$ cat src/rtl/vga_timing_gen.sv
// Parametrised VGA/LCD raster timing generator running on the system clock.
// Produces a pixel clock-enable, raster counters, registered sync/data-enable
// decode (one clk behind the counters) and line/frame start pulses.
module vga_timing_gen #(
  parameter int unsigned H_VISIBLE = 640,
  parameter int unsigned H_FRONT   = 16,
  parameter int unsigned H_SYNC    = 96,
  parameter int unsigned H_BACK    = 48,
  parameter int unsigned V_VISIBLE = 480,
  parameter int unsigned V_FRONT   = 10,
  parameter int unsigned V_SYNC    = 2,
  parameter int unsigned V_BACK    = 33,
  parameter logic        HS_POL    = 1'b0,
  parameter logic        VS_POL    = 1'b0,
  parameter int unsigned CLK_DIV   = 2,
  parameter int unsigned CNT_W     = 11
) (
  input  logic             clk_50,
  input  logic             rst_n,
  input  logic             en,
  output logic             pix_ce,
  output logic [CNT_W-1:0] h_cnt,
  output logic [CNT_W-1:0] v_cnt,
  output logic             hs,
  output logic             vs,
  output logic             de,
  output logic             line_start,
  output logic             frame_start
);

  localparam int unsigned H_TOTAL  = H_VISIBLE + H_FRONT + H_SYNC + H_BACK;
  localparam int unsigned V_TOTAL  = V_VISIBLE + V_FRONT + V_SYNC + V_BACK;
  localparam int unsigned HS_START = H_VISIBLE + H_FRONT;
  localparam int unsigned HS_END   = HS_START + H_SYNC;
  localparam int unsigned VS_START = V_VISIBLE + V_FRONT;
  localparam int unsigned VS_END   = VS_START + V_SYNC;
  localparam int unsigned DIV_W    = (CLK_DIV > 1) ? $clog2(CLK_DIV) : 1;

  localparam logic [DIV_W-1:0] DIV_LAST = DIV_W'(CLK_DIV - 1);
  localparam logic [CNT_W-1:0] H_LAST   = CNT_W'(H_TOTAL - 1);
  localparam logic [CNT_W-1:0] V_LAST   = CNT_W'(V_TOTAL - 1);

  logic [DIV_W-1:0] div;
  logic [31:0]      h_ext;
  logic [31:0]      v_ext;

  assign h_ext = 32'(h_cnt);
  assign v_ext = 32'(v_cnt);

  // Divider: one registered pix_ce pulse each time the divider wraps.
  always_ff @(posedge clk_50) begin
    if (!rst_n) begin
      div    <= '0;
      pix_ce <= 1'b0;
    end else if (en) begin
      if (div == DIV_LAST) begin
        div    <= '0;
        pix_ce <= 1'b1;
      end else begin
        div    <= div + 1'b1;
        pix_ce <= 1'b0;
      end
    end else begin
      pix_ce <= 1'b0;
      // A pulse swallowed by en=0 is not consumed: park the divider at its
      // last count so the first enabled clk reissues it and no pixel is lost.
      if (pix_ce) div <= DIV_LAST;
    end
  end

  // Raster counters and start pulses, advancing on enabled pix_ce clks.
  always_ff @(posedge clk_50) begin
    if (!rst_n) begin
      h_cnt       <= '0;
      v_cnt       <= '0;
      line_start  <= 1'b0;
      frame_start <= 1'b0;
    end else if (en && pix_ce) begin
      line_start  <= 1'b0;
      frame_start <= 1'b0;
      if (h_cnt == H_LAST) begin
        h_cnt      <= '0;
        line_start <= 1'b1;
        if (v_cnt == V_LAST) begin
          v_cnt       <= '0;
          frame_start <= 1'b1;
        end else begin
          v_cnt <= v_cnt + 1'b1;
        end
      end else begin
        h_cnt <= h_cnt + 1'b1;
      end
    end else begin
      line_start  <= 1'b0;
      frame_start <= 1'b0;
    end
  end

  // Sync and data-enable decode, registered from the current counters.
  always_ff @(posedge clk_50) begin
    if (!rst_n) begin
      de <= 1'b0;
      hs <= ~HS_POL;
      vs <= ~VS_POL;
    end else if (en) begin
      de <= (h_ext < H_VISIBLE) && (v_ext < V_VISIBLE);
      hs <= ((h_ext >= HS_START) && (h_ext < HS_END)) ? HS_POL : ~HS_POL;
      vs <= ((v_ext >= VS_START) && (v_ext < VS_END)) ? VS_POL : ~VS_POL;
    end
  end

endmodule

$ cat config.mk
export PLATFORM = sky130hd
export DESIGN_NAME = vga_timing_gen
export DESIGN_NICKNAME = d
export VERILOG_FILES = /design/src/rtl/vga_timing_gen.sv
export SDC_FILE = /design/constraint.sdc
export NUM_CORES = 1
export LEC_CHECK = 0
export CORE_MARGIN = 10
export CORE_UTILIZATION = 52
export CTS_CLUSTER_SIZE = 12
export DETAILED_ROUTE_END_ITERATION = 10
export GPL_TIMING_DRIVEN = 0
export PLACE_DENSITY_LB_ADDON = 0.3
export RECOVER_POWER = 100
export SLEW_MARGIN = 25
export SYNTH_ARGS = -nofsm -noshare
export SYNTH_HDL_FRONTEND = slang
export SYNTH_SLANG_ARGS = --single-unit
$ cat constraint.sdc
create_clock -name clk_50 -period 3.3 [get_ports clk_50]
set_input_delay 0.99 -clock clk_50 [delete_from_list [all_inputs] [get_ports clk_50]]
set_output_delay 0.99 -clock clk_50 [all_outputs]
set_load 0.02 [all_outputs]
# After elaboration in Yosys (flattened, before gate mapping)

Cells that the tools add are included.

Reductions and logical operators: 9
$lt $le $gt $ge: 6
Muxes and demuxes: 10
Equality and inequality tests: 2
Add/subtract/negate cells: 3

Operator list:

| kind                    | count |
|---|---|
| $add A11 B1 Y11 const B | 2 |
| $eq A11 B10 Y1 const B  | 2 |
| $lt A11 B10 Y1 const B  | 2 |
| $lt A11 B9 Y1 const B   | 2 |
| $mux W11                | 2 |
| $ge A11 B10 Y1 const B  | 1 |
| $ge A11 B9 Y1 const B   | 1 |
| $mux W1                 | 8 |
| $reduce_and A2 Y1       | 3 |
| $logic_and A1 B1 Y1     | 4 |
| $reduce_and A3 Y1       | 1 |
| $reduce_bool A2 Y1      | 1 |
| $add A1 B1 Y1 const B   | 1 |

Word-level logic and storage cells: 39
Bits in registers: 29
Input port bits: 3
Output and inout port bits: 28

# Longest topological paths before layout

Depth in word-level cells: 3
Mapped depth: 7
Gate-level depth less buffers: 6

# Least setup slack after synthesis

Ideal clock, no wire load.

Kind: input -> register
Start point: input port en
End point: register v_cnt[8]
Data arrival time: 2,213 ps
Setup slack: 1,017 ps
Cell stages on the path: 4
Required time: 3,230 ps
Path buffers: 0
Path through: nand4_1 -> or4_4 -> or4_1 -> a21oi_1

Cells in the longest elaborated chain, start to end: 2

Ends and longest elaborated chain:

| element                     | RTL line | text |
|---|---|---|
| start: declaration          | 20       | `input logic en,` |
| $logic_and A1 B1 Y1         | 78       | `end else if (en && pix_ce) begin` |
| $reduce_and A2 Y1 (no line) | n/a      |  |
| end signal: assignment      | 88       | `v_cnt <= v_cnt + 1'b1;` |
| end: declaration            | 23       | `output logic [CNT_W-1:0] v_cnt,` |

No other way between the ends.
A chain may end at the register's enable or synchronous reset.

# Worst setup path after layout

Start point: input port en
End point: register h_cnt[5]

Cells in the longest elaborated chain, start to end: 1

Ends and longest elaborated chain:

| element                | RTL line | text |
|---|---|---|
| $logic_and A1 B1 Y1    | 78       |  |
| end signal: assignment | 91       | `h_cnt <= h_cnt + 1'b1;` |
| end: declaration       | 22       | `output logic [CNT_W-1:0] h_cnt,` |

No other way between the ends.

==> reports/summary.md <==
The flow ran to the end, and the final reports show no timing, DRC or antenna violations. Summed over all layers, the routed wires come to 3549 µm. The via count came out at 1,321. The class of the worst hold path was reg2reg. For this run, the top clock speed supported by timing is 340.0 MHz. The tools report the total half-perimeter wirelength after legalization and detailed placement as 2639 µm. Proportion of power drawn by combinational gates: 3.4%. Setup repair after global routing left no endpoint under its margin.

The run gives 14.11% as the all-layer global routing usage. After global routing the overflow that remains totals 0. The tools report the violation count after the first detailed-routing iteration as 152.

The library cells used most frequently in the layout, excluding fill and tap cells, are sky130_fd_sc_hd__dfxtp_1, sky130_fd_sc_hd__dlygate4sd3_1, sky130_fd_sc_hd__a21oi_1, sky130_fd_sc_hd__nor2_1, sky130_fd_sc_hd__nand2_1. The signal on the critical path passes through dlygate4sd3_1 > nand4_1 > or4_1 > buf_4 > buf_2 > nand2_2 > nor2_1. The number of warnings issued by yosys was 0.

After synthesis the netlist holds a flip-flop and latch count of 29. The largest single stage delay on the critical path is 0.64 ns. Combined flip-flop and latch cell area: 580.6 µm². Counting I/O delays and the setup requirement, the final critical path takes 2.941 ns. In this run the tightest slew margin relative to its limit is 71.89%. The clock tree synthesis step divided the H-tree into 2 levels.

The longest clock path from root to sink contains 2 buffers. The reported max-cap violation count was 0. Top fanout value on the critical path: 10. The region available for standard cell placement spans 0.002477 mm². The I/O pin count is 31, and the data arrival time of the critical path is 3.16 ns. The clock drives 29 sinks. Adding up every negative setup slack in the final design gives 0 ns.

Compared with the post-synthesis result, the final layout area differs by 28.85%. Data on the critical path is required at its endpoint by 3.51 ns. The switching power share of the total is 22.41%. For this design, the CTS-stage hold fixing added 0 buffers. After filler insertion, the fill cell instance count of the layout stands at 209. In this run, post-CTS repair resized a total of 0 instances.

The worst-path cell with the longest stage delay is sky130_fd_sc_hd__dlygate4sd3_1. Once the clock tree was built, the setup fixing pass inserted 0 buffers. The tools report the clock tree root driver cell as sky130_fd_sc_hd__clkbuf_4.

The routed wirelength normalized by instance count is 15.70 µm, and the total setup violations reported at the end of the flow is 0. Clock-pin slew was measured on the worst setup and hold paths at 0.08 ns. Internal power comes to 0.4596 mW. The wire length of the first global-routing pass came out at 5927 µm. The worst setup path is launched from a primary input. In this run the cell area of the synthesized design comes to 0.001349 mm². Final weighted congestion in routability-driven placement: 0.8734. The final period utilization is 89.13%, and the initial standard-cell utilization of the core is 54.44%. STA classifies the critical path endpoint as a flip-flop.

The detail route stage leaves a number of antenna-violating nets equal to 0. The logs give 60.0% for the part of the total power dissipated in sequential elements and 4 for the number of search-and-repair iterations in the first detailed-routing pass. The multi-input combinational cell area was 721.9 µm². After detailed routing, the number of remaining DRC violations is 0. The vertical die dimension is 70.93 µm, and the top cell type's share of synthesized area is 43.04%. After synthesis, flip-flops and latches occupy 43.04% of the total area. For this design the total switching power over the nets is 0.1327 mW.

For the placement row count, the log shows 18. Dividing total power by cell area gives a power density of 340.8 mW/mm². The count of antenna diodes in the layout came out at 0. In the post-synthesis netlist, the biggest area contributors are sky130_fd_sc_hd__dfxtp_1, sky130_fd_sc_hd__a21oi_1, sky130_fd_sc_hd__nand4_1.

The average vias per placed instance came out at 5.845. Port buffering added 30 buffers. The largest area contributor in the netlist was sky130_fd_sc_hd__dfxtp_1.

The floorplan step defined a die boundary enclosing 0.005031 mm². The number of hold violations in the final report was 0; the clock group share of total power was 36.7%. The net count of the finished layout is 202. Entering global routing, the biggest net connects 11 pins. In the post-route analysis, the smallest setup slack over all paths is 0.3587 ns. The run gives 0.3479 mV as the largest voltage drop on the vdd net. In the final layout, the registers with the most flip-flops are h_cnt: 11 flops, v_cnt: 11 flops. Clock tree synthesis inserted a total of 5 buffers. Measured along the x axis, the die boundary spans 70.93 µm.

The worst setup path category is in2reg. The run gives 0.2100 ns as the worst slack after detailed placement. The count of final max-slew check failures is 0, and the initial antenna violation count is 0.

Synthesis produced a netlist whose cell count is 159. The mean instance size in the synthesized netlist was 8.483 µm². The worst clock skew is 0.007386 ns, and the via count of the first global-routing pass is 1,312. The analysis attributes to cell leakage a power of 0.6476 nW. Clock latency on the worst-skew pair, taken at its later pin, is 0.33 ns. TritonCTS built the clock tree.

The slew at the pin closest to its max-slew limit was 0.4216 ns. Of the cells placed in the final design, the portion with a size suffix greater than 1 is 6.122%. When the netlist entered floorplanning its net count stood at 165. Synthesis instantiated 32 different standard cells from the library.
## critical path, delay by kind of cell
kind | cells | cell delay, ns
and+or+nand+nor | 4 | 1.09
buffers and inverters | 3 | 1.06
## path summary, 6_finish.rpt
check / to / start / slack [ns] / cells after the start
min reg2reg: div / div / 0.48 / 1
max: h_cnt[5] / en / 0.36 / 7
max reg2reg: h_cnt[5] / h_cnt[4] / 0.95 / 7
min: div / div / 0.48 / 1
## cell usage after synthesis (all sizes together)
library cell  count
or2               1
nand3             9
and4b             1
o2111ai           1
buf               3
nor2             13
o21ai            11
nor4              1
and2              1
ha                3
dfxtp            29
nor4bb            2
inv               5
xnor2             4
clkbuf            1
nor3              7
or3b              1
and3              3
nand4            10
a211oi            1
o31ai             4
nor4b             1
or4               5
or3              10
nand2b            1
nand2            12
a21oi            14
xor2              5
## power by group through the flow
stage | sequential [mW] | clock [mW] | combinational [mW]
after floorplan | 0.365 | 0 | 0.00858
after global placement | 0.363 | 0 | 0.0203
after detailed placement | 0.363 | 0 | 0.0208
after CTS | 0.355 | 0.224 | 0.0209
after global routing | 0.356 | 0.234 | 0.0220
final | 0.355 | 0.217 | 0.0199
## per-stage QoR
stage	utilization, %	instance area [µm²]	std cells	total power [mW]	hold WS [ns]
floorplan	-	1349	159	0.3731	0.4368
global placement	68.08	1687	219	0.3834	0.4528
detailed placement	68.08	1687	219	0.3840	0.4581
CTS	70.30	1742	226	0.5996	0.4756
global route	70.15	1738	226	0.6119	0.5225
finish	70.15	1738	226	0.5924	0.4783
## per-layer routing
metal	vias up	GRT usage [%]	part of all wire [%]	wire length, µm
met5	-	0	0	0
met4	0	7.097	1.4	50
met3	7	7.810	11	378
met2	49	23.34	49	1741
met1	608	13.99	39	1379
li1	657	-	-	-
## cell families after synthesis
kind of cell | count (synthesis) | share of synthesized area, %
buf+inv | 9 | 3.153
xor+xnor | 9 | 5.844
compound gates | 31 | 12.99
fa+ha+maj | 3 | 2.783
flops | 29 | 43.04
simple gates | 78 | 32.19
## cell type report
class                      instances  area share [%]
clock buffer                       7           3.168
timing repair buffer              30           17.28
sequential                        29           33.41
inverter                           5           1.080
tap                               30           2.160
multi-input combinational        121           41.54
buffer                             4           1.368
Power figures use the tool's default switching activity.
